<file path="src/rtl/pll_seq_pkg.sv">
// Shared types and default timing constants for the PLL lock sequencer.
// Cycle constants assume the 27 MHz reference clock.
package pll_seq_pkg;

  typedef enum logic [2:0] {
    ST_PLL_RST   = 3'd0,
    ST_WAIT_LOCK = 3'd1,
    ST_STABLE    = 3'd2,
    ST_HOLD      = 3'd3,
    ST_RUN       = 3'd4
  } pll_state_e;

  localparam int unsigned CLKIN_HZ           = 32'd27_000_000;
  localparam int unsigned DEF_PLL_RST_CYCLES = 32'd27;         // 1 us
  localparam int unsigned DEF_LOCK_TIMEOUT   = 32'd2_700_000;  // 100 ms
  localparam int unsigned DEF_STABLE_CYCLES  = 32'd2_700;      // 100 us
  localparam int unsigned DEF_HOLD_CYCLES    = 32'd270;        // 10 us
  localparam int unsigned DEF_CTR_W          = 32'd24;
  localparam int unsigned DEF_CNT_W          = 32'd8;

endpackage

</file>
<file path="src/rtl/sync_2ff.sv">
// Two-flop synchroniser for slow or level-type asynchronous inputs.
// Each bit is synchronised independently; no bus coherency is implied.
module sync_2ff #(
  parameter int unsigned WIDTH = 1
) (
  input  logic             clk,
  input  logic             rst,
  input  logic [WIDTH-1:0] d,
  output logic [WIDTH-1:0] q
);

  logic [WIDTH-1:0] meta_r;
  logic [WIDTH-1:0] sync_r;

  // Two back-to-back capture stages to let metastability resolve.
  always_ff @(posedge clk or posedge rst) begin
    if (rst) begin
      meta_r <= '0;
      sync_r <= '0;
    end else begin
      meta_r <= d;
      sync_r <= meta_r;
    end
  end

  assign q = sync_r;

endmodule

</file>
<file path="src/rtl/pll_lock_sequencer.sv">
// Supervises a PLL from the reference-clock side: pulses the PLL reset,
// waits for a qualified lock, then releases a downstream reset/ready.
// Runs on clkin so it keeps working while the PLL output is unusable.
module pll_lock_sequencer
  import pll_seq_pkg::*;
#(
  parameter int unsigned PLL_RST_CYCLES = DEF_PLL_RST_CYCLES,
  parameter int unsigned LOCK_TIMEOUT   = DEF_LOCK_TIMEOUT,
  parameter int unsigned STABLE_CYCLES  = DEF_STABLE_CYCLES,
  parameter int unsigned HOLD_CYCLES    = DEF_HOLD_CYCLES,
  parameter int unsigned CTR_W          = DEF_CTR_W,
  parameter int unsigned CNT_W          = DEF_CNT_W
) (
  input  logic             clkin,
  input  logic             reset,
  input  logic             lock,
  input  logic             force_relock,
  output logic             pll_rst,
  output logic             rst_out,
  output logic             ready,
  output logic [2:0]       state_o,
  output logic [CNT_W-1:0] lost_cnt,
  output logic [CNT_W-1:0] retry_cnt
);

  localparam logic [CTR_W-1:0] CTR_MAX     = {CTR_W{1'b1}};
  localparam logic [CTR_W-1:0] RST_LAST    = CTR_W'(PLL_RST_CYCLES - 32'd1);
  localparam logic [CTR_W-1:0] TIMEOUT_LAST = CTR_W'(LOCK_TIMEOUT - 32'd1);
  localparam logic [CTR_W-1:0] STABLE_LAST = CTR_W'(STABLE_CYCLES - 32'd1);
  localparam logic [CTR_W-1:0] HOLD_LAST   = CTR_W'(HOLD_CYCLES - 32'd1);
  localparam logic [CNT_W-1:0] CNT_MAX     = {CNT_W{1'b1}};

  pll_state_e       state_r;
  pll_state_e       nxt_state_s;
  logic [CTR_W-1:0] ctr_r;
  logic             ctr_clr_s;
  logic             retry_inc_s;
  logic             lost_inc_s;
  logic             lock_s;
  logic             pll_rst_r;
  logic             rst_out_r;
  logic             ready_r;
  logic [CNT_W-1:0] lost_cnt_r;
  logic [CNT_W-1:0] retry_cnt_r;

  sync_2ff #(.WIDTH(1)) u_lock_sync (
    .clk (clkin),
    .rst (reset),
    .d   (lock),
    .q   (lock_s)
  );

  // Next-state decode; force_relock overrides every other transition.
  always_comb begin
    nxt_state_s = state_r;
    retry_inc_s = 1'b0;
    lost_inc_s  = 1'b0;
    case (state_r)
      ST_PLL_RST: begin
        if (force_relock) begin
          nxt_state_s = ST_PLL_RST;
        end else if (ctr_r == RST_LAST) begin
          nxt_state_s = ST_WAIT_LOCK;
        end else begin
          nxt_state_s = ST_PLL_RST;
        end
      end
      ST_WAIT_LOCK: begin
        if (force_relock) begin
          nxt_state_s = ST_PLL_RST;
        end else if (lock_s) begin
          nxt_state_s = ST_STABLE;
        end else if (ctr_r == TIMEOUT_LAST) begin
          nxt_state_s = ST_PLL_RST;
          retry_inc_s = 1'b1;
        end else begin
          nxt_state_s = ST_WAIT_LOCK;
        end
      end
      ST_STABLE: begin
        if (force_relock) begin
          nxt_state_s = ST_PLL_RST;
        end else if (!lock_s) begin
          nxt_state_s = ST_WAIT_LOCK;
        end else if (ctr_r == STABLE_LAST) begin
          nxt_state_s = ST_HOLD;
        end else begin
          nxt_state_s = ST_STABLE;
        end
      end
      ST_HOLD: begin
        // A loss here is pre-qualification, so it is not counted as lost.
        if (force_relock) begin
          nxt_state_s = ST_PLL_RST;
        end else if (!lock_s) begin
          nxt_state_s = ST_WAIT_LOCK;
        end else if (ctr_r == HOLD_LAST) begin
          nxt_state_s = ST_RUN;
        end else begin
          nxt_state_s = ST_HOLD;
        end
      end
      ST_RUN: begin
        // A loss is counted even when a relock request wins the transition.
        lost_inc_s = ~lock_s;
        if (force_relock) begin
          nxt_state_s = ST_PLL_RST;
        end else if (!lock_s) begin
          nxt_state_s = ST_WAIT_LOCK;
        end else begin
          nxt_state_s = ST_RUN;
        end
      end
      default: begin
        nxt_state_s = ST_PLL_RST;
      end
    endcase
    // force_relock also restarts the count when already in PLL_RST.
    ctr_clr_s = (nxt_state_s != state_r) || force_relock;
  end

  // State, phase counter and outputs; outputs follow the next state so
  // they change on the same edge as the state itself.
  always_ff @(posedge clkin or posedge reset) begin
    if (reset) begin
      state_r   <= ST_PLL_RST;
      ctr_r     <= '0;
      pll_rst_r <= 1'b1;
      rst_out_r <= 1'b1;
      ready_r   <= 1'b0;
    end else begin
      state_r <= nxt_state_s;
      if (ctr_clr_s) begin
        ctr_r <= '0;
      end else if (ctr_r != CTR_MAX) begin
        ctr_r <= ctr_r + {{(CTR_W-1){1'b0}}, 1'b1};
      end else begin
        ctr_r <= ctr_r;
      end
      pll_rst_r <= (nxt_state_s == ST_PLL_RST);
      rst_out_r <= (nxt_state_s != ST_RUN);
      ready_r   <= (nxt_state_s == ST_RUN);
    end
  end

  // Saturating diagnostic counters, cleared only by block reset.
  always_ff @(posedge clkin or posedge reset) begin
    if (reset) begin
      lost_cnt_r  <= '0;
      retry_cnt_r <= '0;
    end else begin
      if (lost_inc_s && (lost_cnt_r != CNT_MAX)) begin
        lost_cnt_r <= lost_cnt_r + {{(CNT_W-1){1'b0}}, 1'b1};
      end
      if (retry_inc_s && (retry_cnt_r != CNT_MAX)) begin
        retry_cnt_r <= retry_cnt_r + {{(CNT_W-1){1'b0}}, 1'b1};
      end
    end
  end

  assign pll_rst   = pll_rst_r;
  assign rst_out   = rst_out_r;
  assign ready     = ready_r;
  assign state_o   = state_r;
  assign lost_cnt  = lost_cnt_r;
  assign retry_cnt = retry_cnt_r;

endmodule

</file>
<file path="config.mk">
export PLATFORM = sky130hd
export DESIGN_NAME = pll_lock_sequencer
export DESIGN_NICKNAME = d
export VERILOG_FILES = /design/src/rtl/pll_seq_pkg.sv /design/src/rtl/sync_2ff.sv /design/src/rtl/pll_lock_sequencer.sv
export SDC_FILE = /design/constraint.sdc
export NUM_CORES = 1
export LEC_CHECK = 0
export BUFFER_PORTS_ARGS = -buffer_cell sky130_fd_sc_hd__buf_4
export CORE_UTILIZATION = 53
export DETAILED_ROUTE_END_ITERATION = 10
export GPL_ROUTABILITY_DRIVEN = 1
export HOLD_SLACK_MARGIN = 0.12
export PLACE_DENSITY_LB_ADDON = 0.15
export SLEW_MARGIN = 0
export SYNTH_ARGS = -nofsm -noshare
export SYNTH_HDL_FRONTEND = slang
export SYNTH_SLANG_ARGS = --single-unit
</file>
<file path="constraint.sdc">
create_clock -name clkin -period 2.17 [get_ports clkin]
set_input_delay 0.1085 -clock clkin [delete_from_list [all_inputs] [get_ports clkin]]
set_output_delay 0.1085 -clock clkin [all_outputs]
set_load 0.005 [all_outputs]
</file>
==> out/results.txt <==
CP Data Required Time - 2360 ps
Chip Height - 73.2 µm
die area - 5360 µm²
mapped cell area - 2690 µm²
synth unique cells - 52
DR vias/cell - 5.77
Gate Count Post-Synth - 273
sequential-to-total area share from yosys stat - 44.7%
FF/Latch Area - 1210 µm²
largest cells by area after synthesis - dfrtp_1, xnor2_1, xor2_1
num rows - 25
Net Count, Synth - 282
Synth Area per Inst - 9.85 µm²
Hold Path Origin - force_relock
share of cells above drive strength 1 - 25.2%
via count - 2261
Max H-tree Level - 2
Routed Antenna Nets - 0
register bit total from synthesis - 48
I/O pins - 26
Area Overhead vs Synth - 22.2%
IO Port Bufs - 25
CP Capture Point - ctr_r[12]
status - complete, no violations
vias in the first global route - 2121
global route overflow - 0
Synth Flop Type - dfrtp_1
Die Wd - 73.2 µm
worst skew pair latency - 300 ps
startpoint types - flop
number of flops mapped to enable cells by yosys - 0
Starting DRT DRC Count - 61
CTS tree - yes
clk sinks - 48
LEAKAGE - 1.44 nW
Peak VDD IR - 0.349 mV
Detailed Routing Iterations Pass 1 - 4
total global-route track usage - 23.8%
Worst Hold Depth - 5
Least-Margin Pin Slew - 587 ps
Setup TNS Final - 0 ps
fin crit share - 96.0%
area of the multi-input gates - 1430 µm²
Max Buffers Root-to-Sink - 2
post-route clock skew - 5.50 ps
fill count - 405
Synth top area share - 42.8%
endpoints failing hold - 0
Setup Slack @ Placement - 25.2 ps
critical setup path kind - reg -> reg
Final Total Pwr - 1.55 mW
fin crit period - 2080 ps
clock slew seen by the registers of the worst setup and hold paths - 90 ps
final core occ - 68.2%
Worst Setup End Kind - flop
max-cap viol count - 0
Yosys warning count - 0
reg2reg end - ctr_r[12]
pin count of the biggest net entering global routing - 49
Final GP Congestion - 0.920
number of diodes - 0
TritonCTS Buffers - 5
DRT Wirelength - 5900 µm
R2R depth - 6
global-route wire length before repair - 9890 µm
Root Buffer - clkbuf_8
Core Region - 4820 µm²
final setup margin - 87.9 ps
Final setup viols - 0
Slew headroom - 60.9%
Final Net Count - 333
worst setup path start - state_o[0]
Final Max Slew Viols - 0
Post-synth ARST share - 100%
DR WL/cell - 15.0 µm
area leader, netlist - dfrtp_1
worst hold margin - 291 ps
fmax - 480 MHz
DP HPWL - 4150 µm
R2R setup slack - 90 ps
crit-path max FO - 8
DRC - 0
reg2reg start - state_o[0]
Initial Util - 55.8%
Power Dens Cells - 471 nW/µm²
Hold WC Path Type - in -> reg
WP data arrival - 2270 ps
initial antenna violation count - 0
-- routing by layer --
layer / track usage, % / routed length, µm / share of wire [%]
met1: 32.4 / 2770 / 47
met5: 0 / 0 / 0
met2: 38.6 / 2900 / 49
met3: 4.28 / 164 / 2.8
met4: 7.41 / 66 / 1.1
-- worst max-delay path: stages (launching register included) --
cell       delay (ps)
dfrtp_1           440
or4b_1            540
nor4_1            250
o2111ai_2         170
a211oi_2          280
buf_4             220
a2111oi_1          70
-- logic make-up after synthesis --
group	count (synthesis)	share of synthesized area (%)
xor+xnor	29	9.44
buf+inv	18	3.26
mux	3	1.21
fa+ha+maj	5	2.33
simple gates	131	28.0
compound gates	39	11.1
flops	48	44.7
-- state kept, by name (all words and copies together) (netlist names) --
signal / cells
ctr_r: 24
lost_cnt: 8
pll_rst: 1
ready: 1
retry_cnt: 8
rst_out: 1
state_o: 3
u_lock_sync.meta_r: 1
u_lock_sync.q: 1
-- cell usage after synthesis (all sizes together), types with 5 or more instances --
| library cell | instances |
|---|---|
| a211oi | 5 |
| a21oi | 12 |
| and3 | 6 |
| and4 | 6 |
| buf | 11 |
| dfrtp | 46 |
| ha | 5 |
| inv | 5 |
| nand2 | 16 |
| nand3 | 16 |
| nand4 | 13 |
| nor2 | 22 |
| nor3 | 21 |
| nor4 | 5 |
| or3 | 6 |
| or4 | 5 |
| xnor2 | 16 |
| xor2 | 13 |
-- metrics by stage --
stage | cells | cell area [µm²]
after floorplan | 273 | 2690
after detailed placement | 378 | 3100
after CTS | 389 | 3230
after global placement | 378 | 3100
after global routing | 392 | 3290
final | 392 | 3290
-- repair_timing --
| action | 4_1_cts | 5_1_grt |
|---|---|---|
| setup buffers | 0 | 3 |
| hold buffers | 3 | 0 |
| endpoints found under the setup margin | 1 | 18 |
| resized for setup | 1 | 9 |
| pin swaps | 0 | 3 |
| endpoints found under the hold margin | 48 | 0 |
-- area by class of cell --
| type | count | area share, % |
|---|---|---|
| Clock inverter | 2 | 0.457 |
| Timing Repair Buffer | 57 | 13.6 |
| Inverter | 5 | 0.571 |
| Sequential cell | 48 | 36.7 |
| Tap cell | 67 | 2.55 |
| Clock buffer | 6 | 2.51 |
| Multi-Input combinational cell | 207 | 43.6 |
-- layout by cell type (no fill, tap or decap), types with 5 or more instances in the layout --
cell type,count
nand3_1,15
nor3_1,21
buf_4,53
xnor2_1,16
nand4_1,12
and3_1,6
or3_1,6
nor2_1,22
clkbuf_8,6
or4_1,5
dfrtp_1,44
xor2_1,13
nand2_1,16
and4_1,6
a21oi_1,11
-- worst min path at each step --
stage                                    end  slack, ps
final                               ctr_r[1]        290
after global routing                ctr_r[1]        320
after CTS                          ctr_r[23]        300
after detailed placement  u_lock_sync.meta_r        220
after global placement    u_lock_sync.meta_r        220
after floorplan           u_lock_sync.meta_r        140
-- where the power goes --
| group | total [mW] | internal [mW] | switching (mW) |
|---|---|---|---|
| logic | 0.0786 | 0.0313 | 0.0473 |
| registers | 0.903 | 0.899 | 0.00347 |
| clock network | 0.567 | 0.258 | 0.309 |
| total | 1.55 | 1.19 | 0.359 |
(Power assumes the default switching activity.)
